===== src/rtl/read_driver_pkg.sv =====
// ============================================================================
// Module   : read_driver_pkg
// Brief    : FSM state codes, ROM coefficients and ROM word function shared by
//            read_driver and read_driver_rom.
// Revision : 1.0 - initial release
// ============================================================================
`default_nettype none

package read_driver_pkg;

  localparam logic [1:0] IDLE  = 2'd0;
  localparam logic [1:0] READ  = 2'd1;
  localparam logic [1:0] DRAIN = 2'd2;
  localparam logic [1:0] DONE  = 2'd3;

  localparam int unsigned ROM_MUL = 29;
  localparam int unsigned ROM_ADD = 5;

  // Full-width word; callers keep the low DATA_W bits, which is the modulo.
  function automatic logic [31:0] rom_word(input int unsigned a);
    return ROM_MUL * a + ROM_ADD;
  endfunction

endpackage

`default_nettype wire


===== src/rtl/read_driver_rom.sv =====
// ============================================================================
// Module   : read_driver_rom
// Brief    : Fixed-content synchronous ROM, one-cycle read latency.
// Revision : 1.0 - initial release
// ============================================================================
`default_nettype none

module read_driver_rom
  import read_driver_pkg::*;
#(
  parameter int ADDR_W = 4,
  parameter int DATA_W = 8
) (
  input  logic              clk,
  input  logic              en,
  input  logic [ADDR_W-1:0] addr,
  output logic [DATA_W-1:0] data
);

  localparam int DEPTH = 2 ** ADDR_W;

  logic [DATA_W-1:0] rom_tbl [DEPTH];

  for (genvar i = 0; i < DEPTH; i++) begin : g_rom
    localparam logic [31:0] C_WORD = rom_word(i);
    assign rom_tbl[i] = C_WORD[DATA_W-1:0];
  end

  always_ff @(posedge clk) begin
    if (en) begin
      data <= rom_tbl[addr];
    end
  end

endmodule

`default_nettype wire


===== src/rtl/read_driver.sv =====
// ============================================================================
// Module   : read_driver
// Brief    : Sweeps the internal ROM once after reset, strobing each word with
//            its address and a running checksum; READ_DRIVER_LOOP_EN makes the
//            sweep repeat forever with a one-cycle o_done pulse per pass.
// Revision : 1.0 - initial release
// ============================================================================
`default_nettype none

module read_driver
  import read_driver_pkg::*;
#(
  parameter int ADDR_W = 4,
  parameter int DATA_W = 8
) (
  input  logic              i_CLK,
  input  logic              i_RST,
  output logic              o_rd_en,
  output logic [ADDR_W-1:0] o_rd_addr,
  output logic              o_rd_valid,
  output logic [DATA_W-1:0] o_rd_data,
  output logic [ADDR_W-1:0] o_data_addr,
  output logic [DATA_W-1:0] o_checksum,
  output logic              o_done
);

  localparam logic [ADDR_W-1:0] ADDR_LAST = '1;

  logic [1:0]        state_q,     state_d;
  logic              rd_en_q,     rd_en_d;
  logic [ADDR_W-1:0] rd_addr_q,   rd_addr_d;
  logic              rd_valid_q,  rd_valid_d;
  logic [DATA_W-1:0] rd_data_q,   rd_data_d;
  logic [ADDR_W-1:0] data_addr_q, data_addr_d;
  logic [DATA_W-1:0] checksum_q,  checksum_d;
  logic              done_q,      done_d;
  logic [DATA_W-1:0] rom_data;

  // The ROM is fed the next-cycle request so its word is ready on the edge
  // where o_rd_en/o_rd_addr are registered outputs; this keeps every output
  // in a reset flop while the ROM itself needs no reset.
  read_driver_rom #(
    .ADDR_W (ADDR_W),
    .DATA_W (DATA_W)
  ) u_rom (
    .clk  (i_CLK),
    .en   (rd_en_d),
    .addr (rd_addr_d),
    .data (rom_data)
  );

  always_comb begin
    state_d     = state_q;
    rd_en_d     = rd_en_q;
    rd_addr_d   = rd_addr_q;
    rd_valid_d  = rd_en_q;
    rd_data_d   = rd_data_q;
    data_addr_d = data_addr_q;
    checksum_d  = checksum_q;
    done_d      = done_q;

    if (rd_en_q) begin
      rd_data_d   = rom_data;
      data_addr_d = rd_addr_q;
      checksum_d  = checksum_q + rom_data;
    end

    case (state_q)
      IDLE: begin
        rd_en_d   = 1'b1;
        rd_addr_d = '0;
        state_d   = READ;
      end
      READ: begin
        if (rd_addr_q == ADDR_LAST) begin
          rd_en_d = 1'b0;
          state_d = DRAIN;
        end else begin
          rd_addr_d = rd_addr_q + ADDR_W'(1);
        end
      end
      DRAIN: begin
        done_d  = 1'b1;
        state_d = DONE;
      end
      DONE: begin
`ifdef READ_DRIVER_LOOP_EN
        done_d     = 1'b0;
        rd_en_d    = 1'b1;
        rd_addr_d  = '0;
        checksum_d = '0;
        state_d    = READ;
`endif
      end
      default: state_d = IDLE;
    endcase
  end

  always_ff @(posedge i_CLK or posedge i_RST) begin
    if (i_RST) begin
      state_q     <= IDLE;
      rd_en_q     <= 1'b0;
      rd_addr_q   <= '0;
      rd_valid_q  <= 1'b0;
      rd_data_q   <= '0;
      data_addr_q <= '0;
      checksum_q  <= '0;
      done_q      <= 1'b0;
    end else begin
      state_q     <= state_d;
      rd_en_q     <= rd_en_d;
      rd_addr_q   <= rd_addr_d;
      rd_valid_q  <= rd_valid_d;
      rd_data_q   <= rd_data_d;
      data_addr_q <= data_addr_d;
      checksum_q  <= checksum_d;
      done_q      <= done_d;
    end
  end

  assign o_rd_en     = rd_en_q;
  assign o_rd_addr   = rd_addr_q;
  assign o_rd_valid  = rd_valid_q;
  assign o_rd_data   = rd_data_q;
  assign o_data_addr = data_addr_q;
  assign o_checksum  = checksum_q;
  assign o_done      = done_q;

endmodule

`default_nettype wire


===== config.mk =====
export PLATFORM = sky130hd
export DESIGN_NAME = read_driver
export DESIGN_NICKNAME = d
export VERILOG_FILES = /design/src/rtl/read_driver_pkg.sv /design/src/rtl/read_driver_rom.sv /design/src/rtl/read_driver.sv
export SDC_FILE = /design/constraint.sdc
export NUM_CORES = 1
export LEC_CHECK = 0
export CORE_ASPECT_RATIO = 0.9
export CORE_MARGIN = 5
export CORE_UTILIZATION = 54
export CTS_CLUSTER_SIZE = 24
export DETAILED_ROUTE_END_ITERATION = 10
export PLACE_DENSITY = 0.77
export SYNTH_ARGS = -nofsm -noshare
export SYNTH_HDL_FRONTEND = slang
export SYNTH_SLANG_ARGS = --single-unit
export TNS_END_PERCENT = 100

===== constraint.sdc =====
create_clock -name i_CLK -period 2.4 [get_ports i_CLK]
set_clock_uncertainty 0.1 [all_clocks]
set_input_delay 0.36 -clock i_CLK [delete_from_list [all_inputs] [get_ports i_CLK]]
set_output_delay 0.36 -clock i_CLK [all_outputs]
set_load 0.01 [all_outputs]

==> run summary, run 1 <==
Status = completed
Cell taking the most area after synthesis = dfrtp_1
Clk sinks = 37
GPL Wtd Cong = 0.902
FF-to-FF End = u_rom.data[3]
Clk_lat worst skew = 0.29 ns
Cts repair resizes = 0
Initial core utilization = 0.569
Most common flop cell mapped by yosys = dfrtp_1
Mapped Area = 1970 sq um
Antenna diodes = 0
CTS HTree Levels = 2
CP Max Fanout = 5
Total routed wirelength = 3.79 mm
Most used cell, CP = ha_1
CP Launch Type = flip-flop
Cell Rows = 20
WS Path Type = flip-flop to flip-flop
Reg clk slew, reported paths = 0.07 ns
Tmin final = 2.24 ns
Asr flop ratio synth = 0.784
Fin Hold WS = 0.340 ns
Slew headroom = 0.755
Antenna Nets Post-Route = 0
Final period utilization = 0.934
I/O pin count = 29
Placed Cells = 233
R2R Setup Slk = 0.16 ns
Worst r2r src = o_rd_addr[0]
Total gr overflow = 0
WP data required = 2.33 ns
Root buf cell = clkbuf_8
F_max = 0.446 GHz
First-pass GRT wire length = 6.69 mm
Distinct cells, synth = 48
Vias in the first global route = 1,411
Critical path arrival = 2.17 ns
Pins Over Slew Limit = 0
Commonest non-fill, non-tap cell in the layout = dfrtp_1
Power Density = 445 nW/um^2
Max incr delay on CP = 0.35 ns
WL/cell = 15.8 um
CP cell instances = ha_1 > nand3_1 > nand2_2 > mux2i_4 > inv_2 > ha_1 > o21ai_0 > o22ai_1
Iteration-0 DRC count of the detailed router = 56
Synth top area cells = dfrtp_1 37%, edfxtp_1 12%, ha_1 10%, mux2_2 9.2%, a21oi_1 2.3%
PortBufs = 28
Vias = 1,354
Setup violators final = 0
Post-Syn Nets = 176
R2R cell count = 8
Post-Layout Inst Area = 2440 sq um
Seq cells post-synth = 37
Peak VDD IR = 0.262 mV
GR Util All Layers = 0.182
Area overhead of the layout relative to synthesis = 23.9%
LEAKAGE = 0.991 nW
Dpl cell area = 2340 sq um
Post-synthesis sequential area ratio = 0.491
CTS Buffer Depth = 2
Fin nets = 215
Share of layout cells above drive strength 1 = 0.245
Post-route setup TNS = 0 ns
EDFF count, synth = 8
Largest delay contributor family on the critical path = adder cells
Fin cells = 240
Vias per cell = 5.64
Final Hold Fails = 0
Hold-fix buffers, CTS = 0
Commonest cells after routing, fill and taps aside = 29 x dfrtp_1, 28 x clkdlybuf4s50_1, 16 x mux2_2
CTS buffer count = 5
CP Capture Type = flip-flop
Largest net degree at the start of global routing = 30
Hpwl dp = 2.93 mm
Mapped Cells = 157
Setup Buffers After CTS = 0
Die height = 67.2 um
Max Cap Viol = 0
Worst Path Buf+Inv = 1
DR pass1 iterations = 4
Antenna violations before repair = 0
Core Footprint = 3450 sq um
Synth Area per Inst = 12.5 sq um
HP Class = input port to asynchronous set/reset pin
Post-route DRC = 0
Yosys top cell area share = 0.369
Total of warnings raised by yosys = 0
Slowest CP cell = dfrtp_1
TritonCTS clock tree = built
Die W = 73.6 um
Unrepaired setup endpoints after global routing = false
Die Area = 4950 sq um
Slew @ Worst Pin = 0.368 ns
## cell usage after synthesis (4+ instances only)
master / n
a21oi_1: 9
dfrtp_1: 29
edfxtp_1: 8
ha_1: 16
inv_1: 7
inv_2: 4
mux2_2: 16
nand2_1: 5
nand3_1: 4
nor2_1: 4
o21ai_1: 4
xnor2_1: 4
## stage by stage
stage	utilization	power (mW)	worst slack (ns)
2_1_floorplan	-	0.659	0.114
3_3_place_gp	0.677	0.665	0.233
3_5_place_dp	0.677	0.665	0.0946
4_1_cts	0.702	1.10	0.0742
5_1_grt	0.705	1.13	0.00101
6_report	0.705	1.08	0.158
## flip-flops by register name, indices dropped and copies added, names as in the netlist
| signal | flops |
|---|---|
| o_rd_en | 1 |
| u_rom.data | 8 |
| o_data_addr | 4 |
| state_q | 2 |
| o_rd_valid | 1 |
| o_checksum | 8 |
| o_rd_addr | 4 |
| o_done | 1 |
| o_rd_data | 8 |
## area by class of cell
class | count | area, sq um
inverter | 12 | 47.5
clock buffer | 7 | 86.3
fill | 228 | 1020
sequential | 37 | 966
multi-input combinational | 105 | 948
timing repair buffer | 35 | 333
tap | 44 | 55.1
## worst max-delay path by stage
| stage | from | endpoint | slack (ns) | depth (start not counted) |
|---|---|---|---|---|
| floorplan | o_rd_addr[1] | u_rom.data[6] | 0.11 | 7 |
| global placement | state_q[1] | u_rom.data[3] | 0.23 | 9 |
| detailed placement | state_q[1] | u_rom.data[3] | 0.09 | 9 |
| CTS | state_q[1] | u_rom.data[3] | 0.07 | 9 |
| global route | o_rd_addr[0] | u_rom.data[3] | 0.001 | 8 |
| finish | o_rd_addr[0] | u_rom.data[3] | 0.16 | 8 |
## where the power goes
group | internal [mW] | total, mW | switching, mW
clock | 0.228 | 0.433 | 0.205
combinational | 0.00261 | 0.0120 | 0.00942
sequential | 0.640 | 0.640 | 0
## layer usage
layer	GRT usage	part of all wire	vias to the layer above	routed length, um
li1	-	-	651	-
met1	0.228	0.43	664	1630
met2	0.292	0.50	32	1910
met3	0.0402	0.047	7	178
met4	0.102	0.020	0	74
met5	0	0	-	0
## kinds of logic (layout without fill, tap and decap cells)
family | after synthesis | in the layout | share of synthesized area
adder cells (fa/ha/maj) | 17 | 17 | 0.112
XOR/XNOR | 6 | 6 | 0.0306
AND/OR/NAND/NOR | 25 | 25 | 0.0802
buffers and inverters | 15 | 54 | 0.0318
flip-flops | 37 | 37 | 0.491
multiplexers | 19 | 19 | 0.109
AO/OA/AOI/OAI | 38 | 38 | 0.144
## worst min-delay path: stages
cell             delay, ns
clkdlybuf4s50_1       0.40
inv_1                 0.05
buf_4                 0.33
Note: power is estimated with default switching activity, not from simulation.
==> run 2, diff against run 1 <==
Settings changed: CELL_PAD_IN_SITES_DETAIL_PLACEMENT set to 1, CELL_PAD_IN_SITES_GLOBAL_PLACEMENT set to 1, CORE_UTILIZATION 54 to 43, PLACE_DENSITY 0.77 to 0.75.
==> run summary, run 2 (same netlist as run 1, synthesis figures left out) <==
WL/cell = 17.5 um (+11%)
Max Cap Viol = 0 (unchanged)
TritonCTS clock tree = built
Commonest non-fill, non-tap cell in the layout = dfrtp_1
Unrepaired setup endpoints after global routing = false
LEAKAGE = 1.01 nW (+2.2%)
Iteration-0 DRC count of the detailed router = 38 (-32%)
Status = completed
Slowest CP cell = dfrtp_1
CP Capture Type = flip-flop
Vias per cell = 5.27 (-6.5%)
Tmin final = 2.26 ns (+0.0216 ns)
Setup violators final = 0 (unchanged)
Antenna diodes = 0 (unchanged)
Share of layout cells above drive strength 1 = 0.253 (+0.00763)
Post-Layout Inst Area = 2480 sq um (+1.7%)
PortBufs = 28 (unchanged)
Area overhead of the layout relative to synthesis = 26.0%
Total gr overflow = 0 (unchanged)
I/O pin count = 29 (unchanged)
Slew @ Worst Pin = 0.417 ns (+0.0497 ns)
HP Class = input port to asynchronous set/reset pin
Peak VDD IR = 0.342 mV (+31%)
Dpl cell area = 2370 sq um (+1.3%)
Setup WS pre-CTS = 0.0482 ns (-0.0464 ns)
Largest net degree at the start of global routing = 30 (unchanged)
Hold-fix buffers, CTS = 0 (unchanged)
DR pass1 iterations = 4 (unchanged)
Final Hold Fails = 0 (unchanged)
Area of the multi-input gates = 956 sq um (+0.79%)
CP Max Fanout = 6 (+1)
CTS HTree Levels = 2 (unchanged)
Post-route DRC = 0 (unchanged)
Power Density = 444 nW/um^2 (-0.20%)
Die W = 81.3 um (+10%)
Final worst slack = 0.136 ns (-0.0216 ns)
Reg clk slew, reported paths = 0.07 ns (about the same)
F_max = 0.442 GHz (-0.96%)
Post-route setup TNS = 0 ns (unchanged)
Die height = 74.1 um (+10%)
Antenna Nets Post-Route = 0 (unchanged)
Sequential Area = 966 sq um (unchanged)
Core Footprint = 4430 sq um (+28%)
Cell Rows = 23 (+15%)
Vias in the first global route = 1,558 (+10%)
Clk sinks = 37 (unchanged)
Slew headroom = 0.721 (-0.0336)
Root buf cell = clkbuf_8
CTS Buffer Depth = 2 (unchanged)
Commonest cells after routing, fill and taps aside = 29 x dfrtp_1, 28 x clkdlybuf4s50_1, 16 x mux2_2
Fin nets = 216 (+0.47%)
Critical path arrival = 2.19 ns (+0.02 ns)
Total routed wirelength = 4.55 mm (+20%)
Fillers = 480 (+110%)
CTS buffer count = 5 (unchanged)
Initial core utilization = 0.444 (-0.126)
Clk_lat worst skew = 0.29 ns (about the same)
Vias = 1,371 (+1.3%)
Pins Over Slew Limit = 0 (unchanged)
Antenna violations before repair = 0 (unchanged)
Hpwl dp = 3.45 mm (+18%)
WS Path Type = flip-flop to flip-flop
Utilization after layout = 0.559 (-0.146)
Final period utilization = 0.943 (+0.00901)
First-pass GRT wire length = 7.74 mm (+16%)
Fin Hold WS = 0.346 ns (+0.00571 ns)
WP data required = 2.33 ns (about the same)
GR Util All Layers = 0.173 (-0.00927)
Die Area = 6030 sq um (+22%)
CP Launch Type = flip-flop
CP cell instances = inv_1 > ha_2 > buf_4 > nand4_2 > o211ai_4 > inv_4 > xnor2_2 > o22ai_1 > a31oi_1
Max incr delay on CP = 0.41 ns (+0.06 ns)
GPL Wtd Cong = 0.846 (-6.2%)
-- run 2: path summary, 6_finish.rpt --
path	slack, ns	to	startpoint	cells after the start
setup / recovery	0.14	u_rom.data[6]	state_q[1]	9
hold / removal	0.35	o_checksum[4]	i_RST	3
setup reg to reg	0.14	u_rom.data[6]	state_q[1]	9
hold reg to reg	0.38	o_done	o_done	1
max in group asynchronous	1.58	o_checksum[0]	i_RST	3
min in group i_CLK	0.38	o_done	o_done	1
-- run 2: per-layer routing --
| layer | track usage | vias to the layer above | wire length [um] |
|---|---|---|---|
| met5 | 0 | - | 0 |
| met4 | 0.0788 | 0 | 85 |
| met3 | 0.0315 | 7 | 118 |
| met2 | 0.297 | 19 | 2390 |
| met1 | 0.212 | 694 | 1950 |
| li1 | - | 651 | - |
-- run 2: cell type report --
class                           instances  share of cell area
Clock buffer                            8              0.0364
Inverter                               12              0.0192
Multi-Input combinational cell        105               0.386
Sequential cell                        37               0.390
Tap cell                               62              0.0313
Timing Repair Buffer                   36               0.137
-- run 2: per-stage QoR --
step / power, mW / std cells
after floorplan: 0.659 / 157
after global placement: 0.665 / 252
after detailed placement: 0.665 / 252
after CTS: 1.12 / 260
after global routing: 1.15 / 260
final: 1.10 / 260
-- run 2: power by group --
group / total (mW) / switching (mW) / internal, mW
combinational: 0.0122 / 0.00960 / 0.00261
sequential: 0.640 / 0 / 0.640
clock: 0.449 / 0.215 / 0.234
total: 1.10 / 0.224 / 0.876
-- run 2: critical path: cells and delay by family (launching register included) --
kind / cells / cell delay, ns
compound gates: 3 / 0.56
buf+inv: 3 / 0.38
xor+xnor: 1 / 0.15
fa+ha+maj: 1 / 0.26
simple gates: 1 / 0.14
flops: 1 / 0.41
-- run 2: repair_timing --
item	in CTS	in global routing
setup endpoints to repair	0	3
buffers inserted	0	0
gates resized for setup	0	5
